[config.mk]
export PLATFORM = sky130hd
export DESIGN_NAME = cpu_multicycle_core_flat
export DESIGN_NICKNAME = d
export VERILOG_FILES = /design/src/rtl/imem_if.sv /design/src/rtl/cpu_multicycle_core.sv /design/src/flat_wrapper.sv
export SDC_FILE = /design/constraint.sdc
export NUM_CORES = 1
export LEC_CHECK = 0
export CORE_MARGIN = 5
export CORE_UTILIZATION = 35
export CTS_CLUSTER_DIAMETER = 40
export DETAILED_ROUTE_END_ITERATION = 8
export PLACE_DENSITY = 0.54
export SLEW_MARGIN = 20
export SYNTH_ARGS = -nofsm -noshare
export SYNTH_HDL_FRONTEND = slang
export SYNTH_SLANG_ARGS = --single-unit
export TNS_END_PERCENT = 10
[constraint.sdc]
create_clock -name CLK -period 4.8 [get_ports CLK]
set_input_delay 0.96 -clock CLK [delete_from_list [all_inputs] [get_ports CLK]]
set_output_delay 0.96 -clock CLK [all_outputs]
set_load 0.005 [all_outputs]
[src/rtl/imem_if.sv]
// Instruction-memory port between the multi-cycle core (master) and the ROM/RAM wrapper (slave).
// Handshake: a word transfers on a rising edge where req and valid are both 1; addr is held while req is 1.
interface imem_if #(
  parameter int PC_W = 8
);
  logic            req;
  logic [PC_W-1:0] addr;
  logic            valid;
  logic [31:0]     data;

  modport master (output req, output addr, input valid, input data);
  modport slave  (input req, input addr, output valid, output data);
endinterface

[src/rtl/cpu_multicycle_core.sv]
// Multi-cycle CPU core: FETCH/DECODE/EXEC/WB with a wait-state tolerant instruction port.
// Optional feature: define CPU_MC_BEQ_EN to enable the BEQ opcode (0x09).
module cpu_multicycle_core #(
  parameter int DATA_W     = 32,
  parameter int REG_ADDR_W = 3,
  parameter int PC_W       = 8
) (
  input  logic              CLK,
  input  logic              RESET,
  imem_if.master            imem,
  output logic [DATA_W-1:0] alu_result,
  output logic              zero_flag,
  output logic [PC_W-1:0]   pc,
  output logic              halted,
  output logic [2:0]        dbg_state
);
  localparam int NREGS = 1 << REG_ADDR_W;

  localparam logic [7:0] OP_LOADI = 8'h00;
  localparam logic [7:0] OP_MOV   = 8'h01;
  localparam logic [7:0] OP_ADD   = 8'h02;
  localparam logic [7:0] OP_SUB   = 8'h03;
  localparam logic [7:0] OP_AND   = 8'h04;
  localparam logic [7:0] OP_OR    = 8'h05;
  localparam logic [7:0] OP_JMP   = 8'h08;
  localparam logic [7:0] OP_HALT  = 8'h0F;
`ifdef CPU_MC_BEQ_EN
  localparam logic [7:0] OP_BEQ   = 8'h09;
`endif

  typedef enum logic [2:0] {
    S_FETCH  = 3'd0,
    S_DECODE = 3'd1,
    S_EXEC   = 3'd2,
    S_WB     = 3'd3,
    S_HALT   = 3'd4
  } state_t;

  state_t                  state, state_nxt;
  logic [31:0]             instr;
  logic [DATA_W-1:0]       regs [NREGS];
  logic [DATA_W-1:0]       rs1, rs2;
  logic [DATA_W-1:0]       exec_res;
  logic [PC_W-1:0]         pc_nxt;
  logic                    is_write;
  logic [7:0]              op;
  logic [REG_ADDR_W-1:0]   dst_idx, src1_idx, src2_idx;
  logic [PC_W-1:0]         target;
  logic                    unused_instr;

  assign op           = instr[31:24];
  assign dst_idx      = instr[16 +: REG_ADDR_W];
  assign src1_idx     = instr[8 +: REG_ADDR_W];
  assign src2_idx     = instr[0 +: REG_ADDR_W];
  assign target       = instr[16 +: PC_W];
  assign is_write     = (op <= OP_OR);
  assign unused_instr = ^instr;

  always_ff @(posedge CLK) begin
    if (RESET) begin
      state      <= S_FETCH;
      pc         <= '0;
      regs       <= '{default: '0};
      alu_result <= '0;
      zero_flag  <= 1'b0;
      instr      <= '0;
      rs1        <= '0;
      rs2        <= '0;
    end else begin
      state <= state_nxt;
      case (state)
        S_FETCH:  if (imem.valid) instr <= imem.data;
        S_DECODE: begin
          // Sources are captured here, so dst==src sees the pre-write value.
          rs1 <= regs[src1_idx];
          rs2 <= regs[src2_idx];
        end
        S_EXEC: if (is_write) begin
          alu_result <= exec_res;
          zero_flag  <= (exec_res == '0);
        end
        S_WB: begin
          if (is_write) regs[dst_idx] <= alu_result;
          pc <= pc_nxt;
        end
        default: ;
      endcase
    end
  end

  always_comb begin
    state_nxt = state;
    case (state)
      S_FETCH:  if (imem.valid) state_nxt = S_DECODE;
      S_DECODE: state_nxt = S_EXEC;
      S_EXEC:   state_nxt = (op == OP_HALT) ? S_HALT : S_WB;
      S_WB:     state_nxt = S_FETCH;
      S_HALT:   state_nxt = S_HALT;
      default:  state_nxt = S_FETCH;
    endcase
  end

  always_comb begin
    exec_res = '0;
    case (op)
      OP_LOADI: exec_res = DATA_W'(instr[7:0]);
      OP_MOV:   exec_res = rs2;
      OP_ADD:   exec_res = rs1 + rs2;
      OP_SUB:   exec_res = rs1 + ~rs2 + DATA_W'(1);
      OP_AND:   exec_res = rs1 & rs2;
      OP_OR:    exec_res = rs1 | rs2;
      default:  exec_res = '0;
    endcase
  end

  always_comb begin
    pc_nxt = pc + PC_W'(1);
    if (op == OP_JMP) pc_nxt = target;
`ifdef CPU_MC_BEQ_EN
    else if (op == OP_BEQ && zero_flag) pc_nxt = target;
`endif
  end

  always_comb begin
    imem.req  = (state == S_FETCH);
    imem.addr = pc;
  end

  assign halted    = (state == S_HALT);
  assign dbg_state = state;

endmodule

[src/flat_wrapper.sv]
// flat-port wrapper written by rule: the top's interface ports become plain ports
module cpu_multicycle_core_flat 
#(
  parameter int DATA_W     = 32,
  parameter int REG_ADDR_W = 3,
  parameter int PC_W       = 8
)
  (CLK, RESET, alu_result, zero_flag, pc, halted, dbg_state, imem_req, imem_addr, imem_valid, imem_data);
  imem_if #(.PC_W(PC_W)) imem_i ();
  input  logic CLK;
  input  logic RESET;
  output logic [DATA_W-1:0] alu_result;
  output logic zero_flag;
  output logic [PC_W-1:0] pc;
  output logic halted;
  output logic [2:0] dbg_state;
  output wire logic [$bits(imem_i.req)-1:0] imem_req;
  output wire logic [$bits(imem_i.addr)-1:0] imem_addr;
  input wire logic [$bits(imem_i.valid)-1:0] imem_valid;
  input wire logic [$bits(imem_i.data)-1:0] imem_data;
  assign imem_req = imem_i.req;
  assign imem_addr = imem_i.addr;
  assign imem_i.valid = imem_valid;
  assign imem_i.data = imem_data;
  cpu_multicycle_core #(.DATA_W(DATA_W), .REG_ADDR_W(REG_ADDR_W), .PC_W(PC_W)) u_core (.CLK(CLK), .RESET(RESET), .imem(imem_i), .alu_result(alu_result), .zero_flag(zero_flag), .pc(pc), .halted(halted), .dbg_state(dbg_state));
endmodule
==> results of run 1 <==
## cells by family (layout without fill, tap and decap cells)
kind of cell               count (synthesis)  after routing  synth area share
AOI/OAI and AO/OA                        709            709             0.190
muxes                                    202            202             0.161
adders and majority gates                105            105            0.0582
buffers and inverters                    364            354            0.0624
DFF                                      391            391             0.343
xor gates and xnor gates                   9              9           0.00345
and+or+nand+nor                          999            999             0.182
## critical path, stage by stage (launching register included)
cell and delay (ns):
dfxtp_1 0.48, inv_1 0.11, ha_1 0.32, o21ba_2 0.23
nor4_1 0.61, o2111a_1 0.27, a211oi_2 0.07, o21ai_1 0.38
nor3_1 0.10, nor3_1 0.35, nand2_1 0.14, or4_1 0.57
nor4_2 0.23, nand4b_1 0.16, o21ai_1 0.13
## power by group
part           internal, W  leakage (nW)  switching [W]
registers          0.00332          3.17       0.000175
clock network      0.00254         0.966        0.00172
logic             0.000521          4.54       0.000878
total              0.00638          8.67        0.00278
## layer usage
metal,vias up,wire (um)
met5,-,0
met1,10000,35000
met3,142,6190
met2,800,36500
met4,0,2220
li1,9643,-
## how the worst min path moves through the flow
| stage | start | end | slack, ns | cells past startpoint |
|---|---|---|---|---|
| floorplan | u_core.instr[20]$_SDFFE_PP0P_ | u_core.instr[20]$_SDFFE_PP0P_ | 0.43 | 2 |
| global placement | u_core.instr[20]$_SDFFE_PP0P_ | u_core.instr[20]$_SDFFE_PP0P_ | 0.44 | 2 |
| detailed placement | u_core.instr[3]$_SDFFE_PP0P_ | u_core.instr[3]$_SDFFE_PP0P_ | 0.45 | 2 |
| CTS | u_core.instr[3]$_SDFFE_PP0P_ | u_core.instr[3]$_SDFFE_PP0P_ | 0.45 | 2 |
| global route | u_core.instr[22]$_SDFFE_PP0P_ | u_core.instr[22]$_SDFFE_PP0P_ | 0.48 | 2 |
| finish | u_core.instr[3]$_SDFFE_PP0P_ | u_core.instr[3]$_SDFFE_PP0P_ | 0.45 | 2 |
## sequential cells by signal, summed over array words and instances (netlist names)
name / cells
u_core.alu_result: 32
u_core.dbg_state: 3
u_core.imem.addr: 8
u_core.instr: 27
u_core.regs: 256
u_core.rs1: 32
u_core.rs2: 32
u_core.zero_flag: 1
## synth_stat cells (all sizes together) (29+ instances only)
library cell	count	area share
nand2	687	0.11
a21oi	396	0.087
dfxtp	391	0.34
clkbuf	210	0.035
nor2	151	0.025
mux4	133	0.13
inv	109	0.018
ha	103	0.056
a211oi	97	0.032
mux2i	68	0.030
o21ai	59	0.013
buf	45	0.010
nor3	38	0.0085
nand3	29	0.0064
## final cells by class
| cell class | instances | area [sq um] | share of cell area |
|---|---|---|---|
| inverters | 109 | 409 | 0.0156 |
| well taps | 855 | 1070 | 0.0408 |
| clock buffers | 71 | 1600 | 0.0611 |
| multi-input cells | 2024 | 13600 | 0.520 |
| clock inverters | 40 | 402 | 0.0153 |
| repair buffers | 134 | 1250 | 0.0476 |
| flip-flops and latches | 391 | 7850 | 0.299 |
## metrics by stage
step / instance area, sq um / power, W / hold WS (ns) / setup WS (ns) / std cells
global placement: 24200 / 0.00493 / 0.443 / 0.671 / 3513
global route: 26200 / 0.00952 / 0.478 / 0.350 / 3624
floorplan: 22800 / 0.00449 / 0.433 / 1.52 / 2779
CTS: 26200 / 0.00923 / 0.455 / 0.615 / 3624
finish: 26200 / 0.00916 / 0.454 / 0.567 / 3624
detailed placement: 24200 / 0.00494 / 0.448 / 0.679 / 3513
==> impl_metrics.ini, run 1 <==
[timing]
totalNegativeSetupSlack_ns = 0
hold_viol_final = 0
finalClockSkew_ns = 0.0262
fmax_ghz = 0.236
timing.final.setup_violations = 0
slew_viol_final = 0
period_minus_slack_ns = 4.23
layout_worst_path_cycle_share = 0.882
unrepaired_setup_endpoints_after_global_routing = no
max-slew-margin-rel = 0.236
worstMarginPinSlew_ns = 1.15

[floorplanning]
num_io_pins = 89
coreArea_sq_um = 64600
initial_utilization = 0.354
die_width_um = 265
floorplan_die_area_sq_um = 70400
num_rows = 93
fp.dieH_um = 265

[worst_setup_path]
critPathArrivalTime_ns = 4.77
crit-reg2reg-capture = u_core.zero_flag$_SDFFE_PP0P_
critPathKind = flop to flop
worstReg2RegStart = u_core.rs2[1]$_SDFFE_PP0P_
critical_path.startpoint = u_core.rs2[1]$_SDFFE_PP0P_
worst_r2r_path_depth = 14
timing.critical_path.from_type = flop
worst_ep_required_time_ns = 5.34
reg2reg_slack_ns = 0.57
worst_setup_path_end_kind = flop
cp_endpoint = u_core.zero_flag$_SDFFE_PP0P_
cp_max_fo = 6

[route]
via_count_normalized_by_instance_count = 5.68
final_antenna_net_count = 0
drt-pass1-iter-count = 6
remaining_drc_errors = 0
wl_per_cell_um = 22.1
vias = 20600
drt-initial-drc-count = 2090
wirelength_um = 79900

[logic_synthesis]
ys_ff_latch = 391
synth-main-ff-cell = dfxtp_1
synth_area_per_cell_sq_um = 8.22
postSynth.asyncResetShare = 0
synth-warning-count = 0
synth_edf_count = 0
synth_nets = 2919
ys_types = 88
synth_cells = 2779
portion_of_the_post_synthesis_area_used_by_sequential_elements = 0.343
syn_std_cell_area_sq_um = 22800

[final_layout]
drive_above_1_share = 0.124
nNetsFinal = 2859
num_antenna_cells = 0
mostFrequentLayoutCells = nand2_1 (686), a21oi_1 (395), dfxtp_1 (384)
final_util = 0.406
fillCellCount = 6373
area_growth_syn_to_layout_pct = 14.8
mostFrequentLayoutCell = nand2_1

[flow_run]
maxCapViolations = 0

[place]
routability_congestion_estimate = 0.871
dp.final_hpwl_um = 51900
numPortBuffers = 83

[status]
status = finished clean

[clock_tree]
postCtsSetupBuffers = 0
num_cts_buffers = 59
clock-root-buffer = clkbuf_16
clock_tree.buffer_depth = 3
number_of_clock_sinks = 391
post_cts_hold_buffer_count = 0
clkLatencyLatePin_ns = 0.62
cts_tree = yes
cts.clk_slew.worst_paths_ns = 0.06
cts_max_level = 2
post_cts_resized = 0

[global_route]
groute.layer.met1.usage = 0.307
global_route.usage.met2 = 0.348
globalRoute.busiestLayer = met2
grt.total_usage = 0.218
overflow = 0
met3_usage = 0.0356
grt_first_pass_wirelength_um = 121000
grt_max_degree = 129
vias_in_the_first_global_route = 19900
grt_antenna_before_repair = 0

[power_and_ir_drop]
power.leakage_nw = 8.67
vdd_drop_max_uv = 250
power-per-cell-area_nw_per_um2 = 349

[min_path]
timing.hold.worst.class = flop to flop
No activity file was read; power rests on OpenSTA's default activity.
==> inputs of run 2 (changes only) <==
--- a/config.mk
+++ b/config.mk
@@ -8,7 +8,9 @@
 export CORE_MARGIN = 5
 export CORE_UTILIZATION = 35
 export CTS_CLUSTER_DIAMETER = 40
+export CTS_CLUSTER_SIZE = 24
 export DETAILED_ROUTE_END_ITERATION = 8
+export MAX_ROUTING_LAYER = met4
 export PLACE_DENSITY = 0.54
 export SLEW_MARGIN = 20
 export SYNTH_ARGS = -nofsm -noshare
==> run 2 against run 1 <==
  * Global-route usage up 0.85 points
  * Register-to-register slack worse by 0.04 ns
  * Worst setup slack worse by 0.037 ns
  * Final cell count is essentially flat
  * Sequential power is essentially flat
  * Utilization fell by 0.068 points
  * Critical path type unchanged
  * Largest cell class unchanged
  * Highest routed layer unchanged
==> impl_metrics.ini, run 2 (synthesis gave the netlist of run 1 again) <==
[timing]
fmax_ghz = 0.234
timing.final.setup_violations = 0
period_minus_slack_ns = 4.27
max-slew-margin-rel = 0.198
hold_viol_final = 0
fin_worst_hold_slack_ns = 0.456
layout_setup_ws_ns = 0.529
slew_viol_final = 0
layout_worst_path_cycle_share = 0.890
worstMarginPinSlew_ns = 1.20
unrepaired_setup_endpoints_after_global_routing = no
finalClockSkew_ns = 0.0328
totalNegativeSetupSlack_ns = 0

[place]
dp.final_hpwl_um = 52400
routability_congestion_estimate = 0.896
numPortBuffers = 83
pre_cts_setup_slack_ns = 0.682
post-place-cells = 3516

[clock_tree]
post_cts_hold_buffer_count = 0
num_cts_buffers = 56
clock-root-buffer = clkbuf_16
clkLatencyLatePin_ns = 0.61
postCtsSetupBuffers = 0
cts_tree = yes
post_cts_resized = 0
cts.clk_slew.worst_paths_ns = 0.06
clock_tree.buffer_depth = 3
number_of_clock_sinks = 391
cts_max_level = 2

[worst_setup_path]
worst_ep_required_time_ns = 5.32
cp_max_fo = 6
worst_setup_path_end_kind = flop
timing.critical_path.from_type = flop
critPathKind = flop to flop
critPathArrivalTime_ns = 4.79

[global_route]
vias_in_the_first_global_route = 20400
overflow = 0
grt_max_degree = 216
grt_first_pass_wirelength_um = 122000
grt.total_usage = 0.227
grt_antenna_before_repair = 0

[final_layout]
fillCellCount = 6464
mostFrequentLayoutCell = nand2_1
nNetsFinal = 2859
reg_with_most_ffs = u_core.regs
area_growth_syn_to_layout_pct = 14.6
largest_register_ff_count = 256
drive_above_1_share = 0.123
fin_cells = 3621
num_antenna_cells = 0
mostFrequentLayoutCells = nand2_1 (686), a21oi_1 (395), dfxtp_1 (384)

[route]
wirelength_um = 80000
remaining_drc_errors = 0
wl_per_cell_um = 22.1
drt-initial-drc-count = 1843
vias = 20600
final_antenna_net_count = 0
drt-pass1-iter-count = 5
via_count_normalized_by_instance_count = 5.70

[floorplanning]
die_width_um = 265
num_io_pins = 89
coreArea_sq_um = 64600
initial_utilization = 0.354
floorplan_die_area_sq_um = 70400
fp.dieH_um = 265
num_rows = 93

[min_path]
timing.hold.worst.class = flop to flop

[power_and_ir_drop]
vdd_drop_max_uv = 289
power-per-cell-area_nw_per_um2 = 349
power.leakage_nw = 8.67
total_power_w = 0.00914

[status]
status = finished clean

[flow_run]
maxCapViolations = 0
run 2: routing by layer:
layer  vias up  share of wire  GRT usage
met5         -              0          -
met4         0          0.029     0.0680
met3       135          0.065     0.0268
met2       737           0.46      0.356
met1     10100           0.45      0.310
li1       9652              -          -
run 2: layout make-up:
cell class              instances  area [sq um]  share of cell area
clock buffers                  64          1480              0.0567
clock inverters                41           458              0.0175
inverters                     109           409              0.0156
multi-input cells            2024         13600               0.521
flip-flops and latches        391          7850               0.300
well taps                     855          1070              0.0409
repair buffers                137          1270              0.0484
run 2: path summary, 6_finish.rpt:
kind	startpoint	endpoint	slack, ns	depth (start not counted)
worst min-delay path	u_core.instr[20]$_SDFFE_PP0P_	u_core.instr[20]$_SDFFE_PP0P_	0.46	2
worst max register to register	u_core.rs2[1]$_SDFFE_PP0P_	u_core.zero_flag$_SDFFE_PP0P_	0.53	14
worst max-delay path	u_core.rs2[1]$_SDFFE_PP0P_	u_core.zero_flag$_SDFFE_PP0P_	0.53	14
worst min register to register	u_core.instr[20]$_SDFFE_PP0P_	u_core.instr[20]$_SDFFE_PP0P_	0.46	2
run 2: report_power, final:
group          switching (W)  internal [W]
Combinational       0.000877      0.000523
Sequential          0.000175       0.00332
Clock                0.00169       0.00255
Total                0.00274       0.00640
run 2: through the flow:
stage	util	instance area, sq um
after floorplan	-	22800
after global placement	0.375	24200
after detailed placement	0.375	24200
after CTS	0.405	26200
after global routing	0.405	26200
final	0.405	26200
run 2: critical path: stages, from the launching register on:
cell and delay, ns:
dfxtp_1 0.48, inv_1 0.12, ha_1 0.34, o21ba_2 0.24, nor4_1 0.60, nor2_1 0.17
o31ai_1 0.29, xnor2_1 0.16, o221ai_1 0.16, nor3_1 0.28, nand4_1 0.28, or4_1 0.52
nor4_2 0.26, nand4b_1 0.15, o21ai_1 0.13
==> inputs of run 3 (changes only) <==
--- a/config.mk
+++ b/config.mk
@@ -5,7 +5,7 @@
 export SDC_FILE = /design/constraint.sdc
 export NUM_CORES = 1
 export LEC_CHECK = 0
-export CORE_MARGIN = 5
+export CORE_MARGIN = 2
 export CORE_UTILIZATION = 35
 export CTS_CLUSTER_DIAMETER = 40
 export CTS_CLUSTER_SIZE = 24
==> run 3 against run 2 <==
  * Fmax fell by 0.36%
  * Combinational power barely moved
  * Design area rose by 0.48%
  * Clock-buffer cell count rose by 9
  * Sequential share of layout area fell by 0.14 points
  * Global-route usage rose by 1.7 points
==> impl_metrics.ini, run 3 (synthesis gave the netlist of run 1 again) <==
[global_route]
grt_antenna_before_repair = 0
grt.total_usage = 0.244
vias_in_the_first_global_route = 20100
grt_max_degree = 210
overflow = 0
grt_first_pass_wirelength_um = 122000

[place]
dp.final_hpwl_um = 53700
numPortBuffers = 83
routability_congestion_estimate = 0.865
dpl-instance-area_sq_um = 24200

[final_layout]
mostFrequentLayoutCell = nand2_1
num_antenna_cells = 0
drive_above_1_share = 0.124
fin_area_sq_um = 26300
fillCellCount = 6428
nNetsFinal = 2863
mostFrequentLayoutCells = nand2_1 (686), a21oi_1 (395), dfxtp_1 (384)
area_growth_syn_to_layout_pct = 15.2
reg_with_most_ffs = u_core.regs
largest_register_ff_count = 256

[status]
status = finished clean

[worst_setup_path]
timing.critical_path.from_type = flop
crit_chain = inv_1, ha_1, o211a_1, a211o_1, a21oi_1, o41ai_1, a211oi_1, a211oi_1, xnor2_1, a21oi_1, nand4_1, nor4_2, nand4b_1, o21ai_1
critPathKind = flop to flop
cp_max_fo = 9
worst_ep_required_time_ns = 5.33
critical_path.max_stage_delay_ns = 0.89
worst_setup_path_end_kind = flop
critPathArrivalTime_ns = 4.82
crit_slowest_cell = o41ai_1

[clock_tree]
clock_tree.buffer_depth = 3
num_cts_buffers = 58
cts_max_level = 2
post_cts_resized = 0
clkLatencyLatePin_ns = 0.61
clock-root-buffer = clkbuf_16
cts_tree = yes
post_cts_hold_buffer_count = 0
cts.clk_slew.worst_paths_ns = 0.06
postCtsSetupBuffers = 0
number_of_clock_sinks = 391

[floorplanning]
num_io_pins = 89
initial_utilization = 0.354
fp.dieH_um = 259
coreArea_sq_um = 64500
floorplan_die_area_sq_um = 67300
num_rows = 93
die_width_um = 259

[min_path]
timing.hold.worst.class = flop to flop

[timing]
max-slew-margin-rel = 0.306
period_minus_slack_ns = 4.29
hold_viol_final = 0
fmax_ghz = 0.233
unrepaired_setup_endpoints_after_global_routing = no
timing.final.setup_violations = 0
slew_viol_final = 0
layout_worst_path_cycle_share = 0.893
worstMarginPinSlew_ns = 1.04
totalNegativeSetupSlack_ns = 0
finalClockSkew_ns = 0.0251

[flow_run]
maxCapViolations = 0

[route]
drt-initial-drc-count = 1826
wirelength_um = 81000
remaining_drc_errors = 0
final_antenna_net_count = 0
drt-pass1-iter-count = 5
via_count_normalized_by_instance_count = 5.69
vias = 20600
wl_per_cell_um = 22.3

[power_and_ir_drop]
power-per-cell-area_nw_per_um2 = 356
power.leakage_nw = 8.74
vdd_drop_max_uv = 206
run 3: cell count changes in the layout (fill, tap and decap cells not counted), sizes merged:
cell	before	now
clkbuf	64	73
clkinvlp	6	3
buf	55	57
inv	126	124
run 3: final timing paths:
check | from | to | slack [ns] | cells past startpoint
setup / recovery | u_core.rs2[5]$_SDFFE_PP0P_ | u_core.zero_flag$_SDFFE_PP0P_ | 0.51 | 14
hold / removal | u_core.regs[77]$_SDFFE_PP0P_ | u_core.regs[77]$_SDFFE_PP0P_ | 0.46 | 2
setup reg to reg | u_core.rs2[5]$_SDFFE_PP0P_ | u_core.zero_flag$_SDFFE_PP0P_ | 0.51 | 14
hold reg to reg | u_core.regs[77]$_SDFFE_PP0P_ | u_core.regs[77]$_SDFFE_PP0P_ | 0.46 | 2
run 3: metrics by stage:
step / cells / utilization / total power, W / hold WS (ns) / setup slack, ns
3_3_place_gp: 3518 / 0.376 / 0.00495 / 0.444 / 0.673
3_5_place_dp: 3518 / 0.376 / 0.00496 / 0.456 / 0.626
4_1_cts: 3627 / 0.408 / 0.00942 / 0.464 / 0.591
6_report: 3627 / 0.408 / 0.00937 / 0.463 / 0.514
2_1_floorplan: 2779 / - / 0.00449 / 0.433 / 1.52
5_1_grt: 3627 / 0.408 / 0.00970 / 0.482 / 0.274
run 3: final cells by class:
cell class	instances	area, sq um	share of cell area
multi-input combinational	2024	13600	0.519
sequential	391	7850	0.298
clock buffer	73	1640	0.0625
timing repair buffer	139	1270	0.0482
tap	855	1070	0.0407
clock inverter	36	425	0.0162
inverter	109	409	0.0156
run 3: worst max-delay path: cells and delay by family (launching register included):
kind,cells,cell delay [ns]
AOI/OAI and AO/OA,8,2.42
and+or+nand+nor,3,0.66
adders and majority gates,1,0.49
DFF,1,0.42
xor gates and xnor gates,1,0.13
buffers and inverters,1,0.10
run 3: where the power goes:
part | switching, W | internal (W)
clock | 0.00172 | 0.00275
combinational | 0.000889 | 0.000521
sequential | 0.000172 | 0.00332
total | 0.00278 | 0.00659
run 3: routing by layer:
metal	GRT usage	vias up	wire, um
li1	-	9630	-
met1	0.318	10000	35300
met2	0.386	785	37300
met3	0.0318	169	5720
met4	0.0926	0	2740
met5	-	-	0
